## config.mk

```make
export PLATFORM = sky130hd
export DESIGN_NAME = cv32e40p_fpu_rob
export DESIGN_NICKNAME = d
export VERILOG_FILES = /design/src/rtl/cv32e40p_fpu_rob.sv
export SDC_FILE = /design/constraint.sdc
export NUM_CORES = 1
export LEC_CHECK = 0
export BUFFER_PORTS_ARGS = -buffer_cell sky130_fd_sc_hd__clkbuf_2
export CELL_PAD_IN_SITES_DETAIL_PLACEMENT = 1
export CELL_PAD_IN_SITES_GLOBAL_PLACEMENT = 2
export CORE_ASPECT_RATIO = 0.8
export CORE_MARGIN = 3
export CORE_UTILIZATION = 43
export CTS_CLUSTER_SIZE = 20
export DETAILED_ROUTE_END_ITERATION = 16
export HOLD_SLACK_MARGIN = 0.02
export PLACE_DENSITY = 0.78
export SLEW_MARGIN = 20
export SYNTH_ARGS = -nofsm -noshare
export SYNTH_HDL_FRONTEND = slang
export SYNTH_SLANG_ARGS = --single-unit
```

## constraint.sdc

```tcl
create_clock -name clk_i -period 3.7 [get_ports clk_i]
set_clock_uncertainty 0.15 [all_clocks]
set_input_delay 0.74 -clock clk_i [delete_from_list [all_inputs] [get_ports clk_i]]
set_output_delay 0.74 -clock clk_i [all_outputs]
set_load 0.02 [all_outputs]
```

## src/rtl/cv32e40p_fpu_rob.sv

```systemverilog
// In-order result buffer for FPnew results on the X-interface offload path.
// Entries are reserved at issue, filled out of order by tag, and retired from the head in issue order.
module cv32e40p_fpu_rob #(
    parameter int FLEN      = 32,
    parameter int DEPTH     = 4,
    parameter int ID_WIDTH  = 4,
    parameter int TAG_WIDTH = $clog2(DEPTH)
) (
    input  logic                 clk_i,
    input  logic                 rst_i,
    input  logic                 alloc_valid_i,
    output logic                 alloc_ready_o,
    input  logic [ID_WIDTH-1:0]  alloc_id_i,
    input  logic [4:0]           alloc_rd_i,
    input  logic                 alloc_we_i,
    output logic [TAG_WIDTH-1:0] alloc_tag_o,
    input  logic                 fpu_valid_i,
    output logic                 fpu_ready_o,
    input  logic [TAG_WIDTH-1:0] fpu_tag_i,
    input  logic [FLEN-1:0]      fpu_result_i,
    input  logic [4:0]           fpu_status_i,
    input  logic                 flush_i,
    output logic                 result_valid_o,
    input  logic                 result_ready_i,
    output logic [ID_WIDTH-1:0]  result_id_o,
    output logic [4:0]           result_rd_o,
    output logic                 result_we_o,
    output logic [FLEN-1:0]      result_data_o,
    output logic [4:0]           result_fflags_o,
    output logic [TAG_WIDTH:0]   occupancy_o,
    output logic                 err_o
);

    localparam logic [1:0] S_FREE = 2'd0;
    localparam logic [1:0] S_PEND = 2'd1;
    localparam logic [1:0] S_DONE = 2'd2;

    localparam logic [TAG_WIDTH:0] L_FULL = (TAG_WIDTH+1)'(DEPTH);

    logic [1:0]           r_state  [DEPTH];
    logic                 r_killed [DEPTH];
    logic [ID_WIDTH-1:0]  r_id     [DEPTH];
    logic [4:0]           r_rd     [DEPTH];
    logic                 r_we     [DEPTH];
    logic [FLEN-1:0]      r_data   [DEPTH];
    logic [4:0]           r_fflags [DEPTH];

    logic [TAG_WIDTH-1:0] r_head;
    logic [TAG_WIDTH-1:0] r_tail;
    logic [TAG_WIDTH:0]   r_count;
    logic                 r_err;

    logic                 w_alloc;
    logic                 w_wb_ok;
    logic                 w_wb_bad;
    logic                 w_head_done;
    logic                 w_head_valid;
    logic                 w_retire;
    logic                 w_drain;
    logic                 w_free_head;
    logic [TAG_WIDTH:0]   w_count_nxt;

    assign alloc_ready_o = (r_count != L_FULL);
    assign alloc_tag_o   = r_tail;
    assign fpu_ready_o   = 1'b1;
    assign occupancy_o   = r_count;
    assign err_o         = r_err;

    // Tail is always FREE when not full, so allocate never collides with writeback or retire.
    assign w_alloc      = alloc_valid_i && alloc_ready_o;
    assign w_wb_ok      = fpu_valid_i && (r_state[fpu_tag_i] == S_PEND);
    assign w_wb_bad     = fpu_valid_i && (r_state[fpu_tag_i] != S_PEND);
    assign w_head_done  = (r_state[r_head] == S_DONE);
    assign w_head_valid = w_head_done && !r_killed[r_head];
    assign w_retire     = w_head_valid && result_ready_i;
    assign w_drain      = w_head_done && r_killed[r_head];
    assign w_free_head  = w_retire || w_drain;

    // Outputs are gated so they read zero whenever nothing is presented.
    assign result_valid_o  = w_head_valid;
    assign result_id_o     = w_head_valid ? r_id[r_head]     : '0;
    assign result_rd_o     = w_head_valid ? r_rd[r_head]     : '0;
    assign result_we_o     = w_head_valid ? r_we[r_head]     : 1'b0;
    assign result_data_o   = w_head_valid ? r_data[r_head]   : '0;
    assign result_fflags_o = w_head_valid ? r_fflags[r_head] : '0;

    always_comb begin
        w_count_nxt = r_count;
        if (w_alloc && !w_free_head) begin
            w_count_nxt = r_count + (TAG_WIDTH+1)'(1);
        end else if (!w_alloc && w_free_head) begin
            w_count_nxt = r_count - (TAG_WIDTH+1)'(1);
        end
    end

    always_ff @(posedge clk_i) begin
        if (rst_i) begin
            for (int i = 0; i < DEPTH; i++) begin
                r_state[i]  <= S_FREE;
                r_killed[i] <= 1'b0;
            end
            r_head  <= '0;
            r_tail  <= '0;
            r_count <= '0;
            r_err   <= 1'b0;
        end else begin
            // Later assignments win: alloc and head-free clear the kill that flush would set.
            for (int i = 0; i < DEPTH; i++) begin
                if (flush_i && (r_state[i] != S_FREE)) begin
                    r_killed[i] <= 1'b1;
                end
                if (w_wb_ok && (fpu_tag_i == TAG_WIDTH'(i))) begin
                    r_state[i] <= S_DONE;
                end
                if (w_free_head && (r_head == TAG_WIDTH'(i))) begin
                    r_state[i]  <= S_FREE;
                    r_killed[i] <= 1'b0;
                end
                if (w_alloc && (r_tail == TAG_WIDTH'(i))) begin
                    r_state[i]  <= S_PEND;
                    r_killed[i] <= 1'b0;
                end
            end
            if (w_alloc) begin
                r_tail <= r_tail + TAG_WIDTH'(1);
            end
            if (w_free_head) begin
                r_head <= r_head + TAG_WIDTH'(1);
            end
            r_count <= w_count_nxt;
            if (w_wb_bad) begin
                r_err <= 1'b1;
            end
        end
    end

    // Payload storage needs no reset; it is only visible through the gated outputs.
    always_ff @(posedge clk_i) begin
        if (w_alloc) begin
            r_id[r_tail] <= alloc_id_i;
            r_rd[r_tail] <= alloc_rd_i;
            r_we[r_tail] <= alloc_we_i;
        end
        if (w_wb_ok) begin
            r_data[fpu_tag_i]   <= fpu_result_i;
            r_fflags[fpu_tag_i] <= fpu_status_i;
        end
    end

endmodule

```

==> results.json <==
{
  "grt_remaining_overflow": 0,
  "row_count": 45,
  "multiInputGateArea_mm2": 0.00207,
  "initial_core_util": 0.442,
  "h-tree-depth": 1,
  "power_uw": 5840,
  "synth_flop_cell": "edfxtp_1",
  "first_global_vias": 4753,
  "synth_common_cells": "edfxtp_1, nor2b_1, mux4_2, clkbuf_1, inv_1",
  "dr_total_vias": 4346,
  "n_antenna_cell": 0,
  "fp.dieH_um": 131,
  "synth_enable_flop_cells": 200,
  "nNetsFinal": 611,
  "synth-compound-area-share": 0.0222,
  "place.gp.congestion": 0.712,
  "min_path_type": "in2reg",
  "tritoncts.num_buffers": 22,
  "post-route-period-util": 0.939,
  "hold_buffers": 0,
  "clockRootBuffer": "clkbuf_16",
  "fmax_ghz": 0.288,
  "final.fill_count": 1783,
  "drcViolationCount": 0,
  "final_cell_area_mm2": 0.00996,
  "first_pass_iters": 4,
  "dr.first_iter.drc_count": 242,
  "syn-num-nets": 497,
  "period_minus_slack_ns": 3.47,
  "crit_fanout": 48,
  "synth_cell_type_count": 40,
  "rsz0062_at_grt": "false",
  "synthTopCellsByArea": "edfxtp_1, mux4_2, nor2b_1",
  "cts_sinks": 210,
  "critPathCaptureType": "primary output",
  "setup_slack_ns": 0.227,
  "seq_area_frac_synth": 0.734,
  "ios": 111,
  "synth-xor-area-share": 0.00311,
  "tightest_slew_ns": 0.790,
  "drt-total-wl_um": 17500,
  "startpoint_type": "flip-flop",
  "dp_hpwl_um": 11200,
  "hold_viol_final": 0,
  "place_ws_ns": 0.372,
  "final.setup.tns_ns": 0,
  "synthCells": 432,
  "synth_mux_area_frac": 0.136,
  "wl_per_cell_um": 21.3,
  "cp.required_ns": 2.81,
  "peakVddDrop_uv": 245,
  "grt_max_degree": 49,
  "synth_seq_cells": 210,
  "drive_gt1_frac": 0.365,
  "yosys_warnings": 0,
  "grt_pass1_wl_um": 27400,
  "placed_area_mm2": 0.00928,
  "clock_path_buffers": 3,
  "report.final.slew_viol_count": 0,
  "cts_tree": "built",
  "dieArea_mm2": 0.0214,
  "maxCapViolCount": 0,
  "outcome": "finished clean",
  "synth.top_cell.area_share": 0.710,
  "syn_area_per_cell_um2": 19.6,
  "setup_viol": 0,
  "grt_util_all_layers": 0.166,
  "worstPathArrival_ns": 2.58,
  "synth_area_mm2": 0.00846,
  "yosys.area.top_type": "edfxtp_1",
  "portBuffers": 109,
  "detail-route-antenna-nets": 0,
  "synth_top_family_by_area": "multiplexers",
  "placeableCoreArea_mm2": 0.0191,
  "fin_util": 0.520,
  "area_delta_synth_final_pct": 17.8,
  "synthArstFlopShare": 0,
  "seq_area_mm2": 0.00621,
  "synthAdderAreaFrac": 0.0157,
  "powerDensity_mw_per_mm2": 586,
  "vias_per_cell": 5.30,
  "path_class": "reg2out",
  "relSlewSlack": 0.473,
  "synth.most_common_cell": "edfxtp_1",
  "antenna_found_initial": 1,
  "p_leak_uw": 0.00342,
  "synthSimpleGateAreaFrac": 0.0666,
  "die_width_um": 163,
  "clkLatencyLatePin_ns": 0.49,
  "cts_setup_buffers": 0,
  "cts.clk_slew.worst_paths_ns": 0.06
}
-- final timing paths --
kind                            cells past startpoint  slack [ns]           endpoint             start
worst max-delay path                                5        0.23  result_data_o[26]     r_state[2][0]
worst min-delay path                                1        0.32      r_data[0][16]  fpu_result_i[16]
worst max register to register                     10        0.98     occupancy_o[2]         flip-flop
worst min register to register                      2        0.33              err_o             err_o
-- cells in the final DEF, fill, tap and decap left out, types with 4 or more instances in the layout --
cell	count
a2111o_1	4
a21oi_1	5
a311oi_1	4
and3_1	8
buf_4	5
clkbuf_1	10
clkbuf_16	23
clkbuf_2	109
dfxtp_1	8
edfxtp_1	200
ha_1	9
inv_1	13
mux4_2	49
nand2_1	5
nand2b_1	4
nor2_1	6
nor2b_1	50
o21ai_0	5
-- metrics by stage --
| stage | hold WS (ns) | cells |
|---|---|---|
| 6_report | 0.317 | 820 |
| 5_1_grt | 0.308 | 820 |
| 4_1_cts | 0.297 | 820 |
| 3_5_place_dp | 0.308 | 780 |
| 3_3_place_gp | 0.309 | 780 |
| 2_1_floorplan | 0.343 | 432 |
-- where the power goes --
group | total (uW) | internal (uW) | switching (uW)
clock network | 2040 | 1210 | 834
logic | 999 | 417 | 582
registers | 2800 | 2740 | 67.1
-- cell type report --
cell class / instances / share of cell area
sequential: 210 / 0.623
tap: 258 / 0.0324
timing repair buffer: 117 / 0.0637
clock inverter: 4 / 0.00239
clock buffer: 36 / 0.0657
inverter: 13 / 0.00490
multi-input combinational: 182 / 0.207
-- worst max-delay path, stage by stage, from the launching register on --
cell and delay [ns]:
edfxtp_1 0.42, nand2b_1 0.17, mux4_2 0.50, or2_4 0.50, nor2b_1 0.28, clkbuf_2 0.22
-- what timing repair did --
action	in CTS	in global routing
cloned	0	0
gates resized for setup	1	1
endpoints found under the setup margin	16	28
-- layer usage --
layer	part of all wire	global-route usage
met4	0.021	0.0427
met5	0.00074	0
met2	0.48	0.264
met1	0.45	0.238
met3	0.046	0.0325
-- kinds of logic (layout without fill, tap and decap cells) --
family	after synthesis	after routing
xor+xnor	3	3
mux	53	53
fa+ha+maj	10	10
compound gates	25	25
simple gates	90	90
buf+inv	40	170
flops	210	210
other cells	1	1
-- flip-flops by register name, indices dropped and copies added, names as in the netlist, named ones only --
name and cells:
alloc_tag_o 2, err_o 1, occupancy_o 3, r_data 128
r_fflags 20, r_head 2, r_id 16, r_killed 4
r_rd 20, r_state 8, r_we 4
No activity file was read; power rests on OpenSTA's default activity.
